===== config.mk =====
export PLATFORM = sky130hd
export DESIGN_NAME = ramp_gen
export DESIGN_NICKNAME = d
export VERILOG_FILES = /design/src/rtl/led_pkg.sv /design/src/rtl/tick_prescaler.sv /design/src/rtl/ramp_gen.sv
export SDC_FILE = /design/constraint.sdc
export NUM_CORES = 1
export LEC_CHECK = 0
export ABC_AREA = 1
export CORE_UTILIZATION = 55
export DETAILED_ROUTE_END_ITERATION = 7
export PLACE_DENSITY = 0.82
export REMOVE_ABC_BUFFERS = 1
export SYNTH_ARGS = -nofsm -noshare
export SYNTH_HDL_FRONTEND = slang
export SYNTH_HIERARCHICAL = 1
export SYNTH_SLANG_ARGS = --single-unit

===== constraint.sdc =====
create_clock -name clk -period 4.2 [get_ports clk]
set_input_delay 0.84 -clock clk [delete_from_list [all_inputs] [get_ports clk]]
set_output_delay 0.84 -clock clk [all_outputs]
set_load 0.03 [all_outputs]

===== src/rtl/led_pkg.sv =====
// ============================================================================
//  Module      : led_pkg
//  Description : Shared types and constants for the LED brightness blocks
//                (ramp generator, PWM driver, prescalers).
//  Revision    : 1.0 - initial release
// ============================================================================
`default_nettype none

package led_pkg;

   // Default widths shared with the PWM LED driver
   localparam int DEF_LEVEL_BITS = 8;
   localparam int DEF_TICK_BITS  = 16;

   // Ramp sequencer states
   typedef enum logic [1:0] {
      RISE    = 2'd0,
      HOLD_HI = 2'd1,
      FALL    = 2'd2,
      HOLD_LO = 2'd3
   } ramp_state_t;

   // Full-scale brightness code for a given level width
   function automatic int level_max(input int bits);
      return (1 << bits) - 1;
   endfunction

endpackage

`default_nettype wire


===== src/rtl/tick_prescaler.sv =====
// ============================================================================
//  Module      : tick_prescaler
//  Description : Step-period prescaler. Counts 0..period-1 while enabled and
//                fires a one-cycle tick in the final count. period=0 behaves
//                like period=1. Count is compared against the live period.
//  Revision    : 1.0 - initial release
// ============================================================================
`default_nettype none

module tick_prescaler
   import led_pkg::*;
#(
   parameter int TICK_BITS = DEF_TICK_BITS
) (
   input  logic                 clk,
   input  logic                 rst_n,
   input  logic                 i_en,
   input  logic [TICK_BITS-1:0] i_period,
   output logic                 o_tick
);

   localparam logic [TICK_BITS-1:0] c_one = {{(TICK_BITS-1){1'b0}}, 1'b1};

   logic [TICK_BITS-1:0] r_cnt;
   logic                 w_last;

   // Periods of 0 and 1 both tick every enabled cycle; avoids underflow of period-1
   assign w_last = (i_period <= c_one) || (r_cnt >= (i_period - c_one));
   assign o_tick = i_en & w_last;

   // Prescale counter: frozen while paused, wraps to 0 on the tick
   always_ff @(posedge clk) begin
      if (!rst_n) begin
         r_cnt <= '0;
      end else if (i_en) begin
         if (w_last) r_cnt <= '0;
         else        r_cnt <= r_cnt + c_one;
      end
   end

endmodule

`default_nettype wire


===== src/rtl/ramp_gen.sv =====
// ============================================================================
//  Module      : ramp_gen
//  Description : Brightness-level sequencer for the PWM LED driver. Produces a
//                sawtooth or triangle ramp with programmable step period and
//                end holds, plus a step strobe, direction flag and cycle-done
//                pulse. Optional gamma (square-law) output mapping is enabled
//                by defining RAMP_GEN_GAMMA_EN, adding one clock of latency to
//                level, step strobe and cycle-done.
//  Revision    : 1.0 - initial release
// ============================================================================
`default_nettype none

module ramp_gen
   import led_pkg::*;
#(
   parameter int LEVEL_BITS = DEF_LEVEL_BITS,
   parameter int TICK_BITS  = DEF_TICK_BITS,
   parameter int HOLD_STEPS = 32
) (
   input  logic                  clk,
   input  logic                  rst_n,
   input  logic                  i_en,
   input  logic                  i_mode_tri,
   input  logic [TICK_BITS-1:0]  i_period,
   output logic [LEVEL_BITS-1:0] o_level,
   output logic                  o_step_stb,
   output logic                  o_dir,
   output logic                  o_cycle_done
);

   localparam int HB = (HOLD_STEPS > 1) ? $clog2(HOLD_STEPS) : 1;
   localparam logic [LEVEL_BITS-1:0] c_max      = LEVEL_BITS'(level_max(LEVEL_BITS));
   localparam logic [LEVEL_BITS-1:0] c_lvl_one  = {{(LEVEL_BITS-1){1'b0}}, 1'b1};
   localparam logic [HB-1:0]         c_hold_last = HB'((HOLD_STEPS > 0) ? HOLD_STEPS - 1 : 0);
   localparam logic [HB-1:0]         c_hold_one  = {{(HB-1){1'b0}}, 1'b1};

   ramp_state_t           r_state, w_state_nxt;
   logic [LEVEL_BITS-1:0] r_lin,   w_lin_nxt;
   logic [HB-1:0]         r_hold,  w_hold_nxt;
   logic                  r_stb,   w_stb_nxt;
   logic                  r_done,  w_done_nxt;
   logic                  w_tick;
   logic                  w_hold_last;

   tick_prescaler #(
      .TICK_BITS (TICK_BITS)
   ) u_prescaler (
      .clk      (clk),
      .rst_n    (rst_n),
      .i_en     (i_en),
      .i_period (i_period),
      .o_tick   (w_tick)
   );

   // A hold of one step ends on its first tick
   assign w_hold_last = (HOLD_STEPS <= 1) || (r_hold == c_hold_last);

   // Sequencer state, linear level, hold count and registered pulses
   always_ff @(posedge clk) begin
      if (!rst_n) begin
         r_state <= RISE;
         r_lin   <= '0;
         r_hold  <= '0;
         r_stb   <= 1'b0;
         r_done  <= 1'b0;
      end else begin
         r_state <= w_state_nxt;
         r_lin   <= w_lin_nxt;
         r_hold  <= w_hold_nxt;
         r_stb   <= w_stb_nxt;
         r_done  <= w_done_nxt;
      end
   end

   // Next-state and level logic; everything advances only on a prescaler tick
   always_comb begin
      w_state_nxt = r_state;
      w_lin_nxt   = r_lin;
      w_hold_nxt  = r_hold;
      w_stb_nxt   = 1'b0;
      w_done_nxt  = 1'b0;
      if (w_tick) begin
         case (r_state)
            RISE: begin
               if (r_lin == c_max) begin
                  // mode_tri is only consulted at the top of the rise
                  if (!i_mode_tri) begin
                     w_lin_nxt  = '0;
                     w_stb_nxt  = 1'b1;
                     w_done_nxt = 1'b1;
                  end else if (HOLD_STEPS == 0) begin
                     w_state_nxt = FALL;
                  end else begin
                     w_state_nxt = HOLD_HI;
                     w_hold_nxt  = '0;
                  end
               end else begin
                  w_lin_nxt = r_lin + c_lvl_one;
                  w_stb_nxt = 1'b1;
               end
            end
            HOLD_HI: begin
               if (w_hold_last) begin
                  w_state_nxt = FALL;
                  w_hold_nxt  = '0;
               end else begin
                  w_hold_nxt = r_hold + c_hold_one;
               end
            end
            FALL: begin
               if (r_lin == '0) begin
                  if (HOLD_STEPS == 0) begin
                     w_state_nxt = RISE;
                     w_done_nxt  = 1'b1;
                  end else begin
                     w_state_nxt = HOLD_LO;
                     w_hold_nxt  = '0;
                  end
               end else begin
                  w_lin_nxt = r_lin - c_lvl_one;
                  w_stb_nxt = 1'b1;
               end
            end
            HOLD_LO: begin
               if (w_hold_last) begin
                  w_state_nxt = RISE;
                  w_hold_nxt  = '0;
                  w_done_nxt  = 1'b1;
               end else begin
                  w_hold_nxt = r_hold + c_hold_one;
               end
            end
            default: begin
               w_state_nxt = RISE;
               w_hold_nxt  = '0;
            end
         endcase
      end
   end

   // Direction follows the registered state: high while rising or holding high
   assign o_dir = (r_state == RISE) || (r_state == HOLD_HI);

`ifdef RAMP_GEN_GAMMA_EN
   logic [2*LEVEL_BITS-1:0] w_sq;
   logic [LEVEL_BITS-1:0]   r_gamma;
   logic                    r_stb_d;
   logic                    r_done_d;

   assign w_sq = {{LEVEL_BITS{1'b0}}, r_lin} * {{LEVEL_BITS{1'b0}}, r_lin};

   // Square-law output stage; pulses delayed to stay aligned with the level
   always_ff @(posedge clk) begin
      if (!rst_n) begin
         r_gamma  <= '0;
         r_stb_d  <= 1'b0;
         r_done_d <= 1'b0;
      end else begin
         r_gamma  <= w_sq[2*LEVEL_BITS-1:LEVEL_BITS];
         r_stb_d  <= r_stb;
         r_done_d <= r_done;
      end
   end

   assign o_level      = r_gamma;
   assign o_step_stb   = r_stb_d;
   assign o_cycle_done = r_done_d;
`else
   assign o_level      = r_lin;
   assign o_step_stb   = r_stb;
   assign o_cycle_done = r_done;
`endif

endmodule

`default_nettype wire


==> summary.txt <==
Synthesis
  • Syn. warnings: 6
  • Synth top area share: around 22%
  • Synth Register Bits: 33
  • Syn Inst Count: 454
  • Avg Cell Area, Syn: ~6.5 um^2
  • Leading area contributor after synthesis: dfxtp_1
  • Netlist cell types: 39
  • Seq/Total Area, Yosys: between 20% and 30%
  • Synth top area cells: dfxtp_1 (22%), nand2_1 (14%), ha_1 (12%)
  • Post-Syn Area: 0.00294 mm^2

Critical path
  • CP max FO: 5
  • Critical path required time: around 4.4 ns
  • Worst path depth: 23
  • RR Startpoint: u_prescaler/r_cnt[7]
  • Reg2Reg Depth: 16
  • Crit-path slowest cell: clkdlybuf4s50_1
  • Critical Path End: r_state[1]
  • CP Capture Type: flop
  • CP max stage delay: between 0.4 and 0.5 ns
  • Critical Path Source: i_period[0]
  • Buf+Inv Stages, Crit Path: 4
  • R2R setup slack: 2.00 ns
  • Ordered list of cells on the worst path: clkdlybuf4s50_1 > inv_1 > ha_1 > nand2_1 > nor2_1 > nand2_1 > nor2_1 > xor2_1 > inv_1 > ha_1 > nand2_1 > a21oi_1 > nor2_1 > nand2_1 > nor2_1 > nand2_1 > nand2_2 > inv_1 > a21boi_1 > nand4_2 > nand2_1 > nand2_1 > nor2_1
  • End of the worst register-to-register path: r_state[1]
  • Worst EP arrival: 4.02 ns
  • Worst path top cell family by delay: simple AND/OR/NAND/NOR gates
  • Setup crit start kind: input port
  • CP dominant cell by count: nand2_1
  • Setup CP Type: input port to flop

GRT
  • Largest net degree at the start of global routing: 16
  • Initial antenna violation count: 0
  • Global-route wire length before repair: 10,400 um
  • Congestion Overflow GR: 0
  • GRT Total Usage: 23.5%
  • Vias in the first global route: 2,495

Power
  • Pleak: 1.58 nW
  • Cell Pwr Density: 189 mW/mm^2
  • Maximum vdd drop: 0.000215 V

Clock tree
  • Htree depth: 2
  • Worst-path clk slew: 0.07 ns
  • Count of clock tree sinks: 33
  • CTS tree: done
  • Clock Tree Root: clkbuf_8
  • TritonCTS buffer count: 5
  • Hold_buf cts: 0
  • Clock insertion delay at the later pin of the skew report: roughly 0.29 ns
  • Setup repair bufs after CTS: 0
  • Clk buf depth: 2

Timing
  • Worst-margin pin slew: 0.577 ns
  • Worst Setup Slack, final: 0.402 ns
  • Final setup viols: 0
  • Min cycle time layout: between 3 and 4 ns
  • RSZ-0062 raised after global routing: no
  • Max-slew headroom: 61.4%
  • Total negative slack: 0 ns
  • Highest clock rate: 263 MHz
  • Final period utilization: 90.4%
  • Final hold violations: 0
  • Fin. max-slew vios: 0
  • Clock Skews: 0.00634 ns

Final layout
  • Share of layout cells above drive strength 1: 9.69%
  • ANT cells: 0
  • Area Overhead vs Synth: 13.6%
  • Most common cell after layout, fill and taps aside: nand2_1
  • Layout fillers: 494
  • Core Util, Final: 65.0%
  • Most frequent cells in the layout: nand2_1 (109), nor2_1 (70), inv_1 (67)
  • Layout Nets: 532

Floorplanning
  • Area of the die: 0.00564 mm^2
  • Initial Util: 57.2%
  • Die H: 75.1 um
  • Row count: 26
  • Core area: 0.00514 mm^2
  • Top-level port count: 31
  • Die Span X: 75.1 um

Detailed routing
  • Antenna Nets Post-Route: 0
  • Post-Route WL: 6100 um
  • Routed len/inst: roughly 11 um
  • DRC viols: 0
  • Via count: 2,825
  • Iteration count of the initial detailed-routing pass: 5
  • Drt via density: around 5.1
  • Initial DRC Count: 173

Status
  • Outcome: finished clean

Hold path
  • Hold path cells: 2
  • Worst hold path type: flop to flop

Place
  • Port bufs: 30
  • Post-Place Worst Slack: 0.00810 ns
  • RePlAce Congestion: 0.877
  • Dpl hpwl: about 4800 um

Flow run
  • Max Cap Violations: 0
-- cells by family (layout without fill, tap and decap cells) --
logic type | after synthesis | count (layout) | share of synthesized area [%]
fa+ha+maj | 28 | 28 | 11.9
mux | 1 | 1 | 0.340
buf+inv | 78 | 109 | 11.8
flops | 33 | 33 | 22.5
compound gates | 41 | 41 | 8.09
simple gates | 250 | 250 | 38.5
xor+xnor | 23 | 23 | 6.85
-- worst min-delay path, delay by kind of cell (launching register included) --
kind | cells | cell delay (ns)
flip-flops | 1 | 0.32
AND/OR/NAND/NOR | 1 | 0.06
AO/OA/AOI/OAI | 1 | 0.05
-- per-layer routing --
metal	global-route usage, %	vias to the layer above	part of all wire, %
li1	-	1478	-
met1	30.6	1270	48
met2	40.2	64	48
met3	4.28	13	3.8
met4	5.45	0	1.0
met5	0	-	0
-- flip-flops by register name (all words and copies together), names as in the netlist --
register,flops
r_hold,5
o_step_stb,1
u_prescaler/r_cnt,16
r_state,2
o_level,8
o_cycle_done,1
-- worst min path at each step --
| stage | slack (ns) | from | endpoint |
|---|---|---|---|
| 2_1_floorplan | 0.45 | r_hold[4] | r_hold[4] |
| 5_1_grt | 0.51 | r_hold[4] | r_hold[4] |
| 4_1_cts | 0.48 | r_hold[4] | r_hold[4] |
| 3_3_place_gp | 0.47 | r_hold[4] | r_hold[4] |
| 3_5_place_dp | 0.47 | r_hold[4] | r_hold[4] |
| 6_report | 0.48 | r_hold[4] | r_hold[4] |
-- through the flow --
| step | hold WS [ns] | std cells | area, um^2 | total power, W |
|---|---|---|---|---|
| 2_1_floorplan | 0.450 | 445 | 2850 | 0.000365 |
| 6_report | 0.475 | 555 | 3340 | 0.000631 |
| 3_3_place_gp | 0.468 | 547 | 3250 | 0.000397 |
| 3_5_place_dp | 0.470 | 547 | 3250 | 0.000400 |
| 5_1_grt | 0.513 | 555 | 3340 | 0.000661 |
| 4_1_cts | 0.480 | 555 | 3340 | 0.000639 |
-- timing repair --
action,4_1_cts,5_1_grt
setup endpoints to repair,0,4
hold endpoints to repair,0,0
gates resized for setup,0,1
-- area by class of cell --
| class | instances | area, um^2 | share of cell area, % |
|---|---|---|---|
| tap | 70 | 87.6 | 2.62 |
| clock buffer | 5 | 68.8 | 2.06 |
| inverter | 69 | 259 | 7.75 |
| sequential | 33 | 661 | 19.8 |
| timing repair buffer | 32 | 315 | 9.44 |
| multi-input combinational | 343 | 1930 | 57.8 |
| clock inverter | 3 | 17.5 | 0.524 |
-- synthesized netlist by cell type, drive strengths merged --
library cell,number
nand3,25
a21oi,17
inv,69
o21ai,14
buf,8
a211oi,1
nor3,4
nor2,89
dfxtp,33
a21boi,3
nand2,116
or2,2
nand3b,1
clkbuf,1
o22ai,1
ha,28
a21o,1
a31o,1
nor4,1
xor2,13
mux2i,1
o21bai,3
nand4,12
xnor2,10
-- where the power goes --
part / internal [W] / total, W / leakage [nW] / switching, W
clock network: 0.000114 / 0.000239 / 0.0439 / 0.000124
logic: 0.0000357 / 0.0000752 / 1.27 / 0.0000394
registers: 0.000315 / 0.000317 / 0.266 / 0.00000228
total: 0.000465 / 0.000631 / 1.58 / 0.000166
Power figures use the tool's default switching activity.
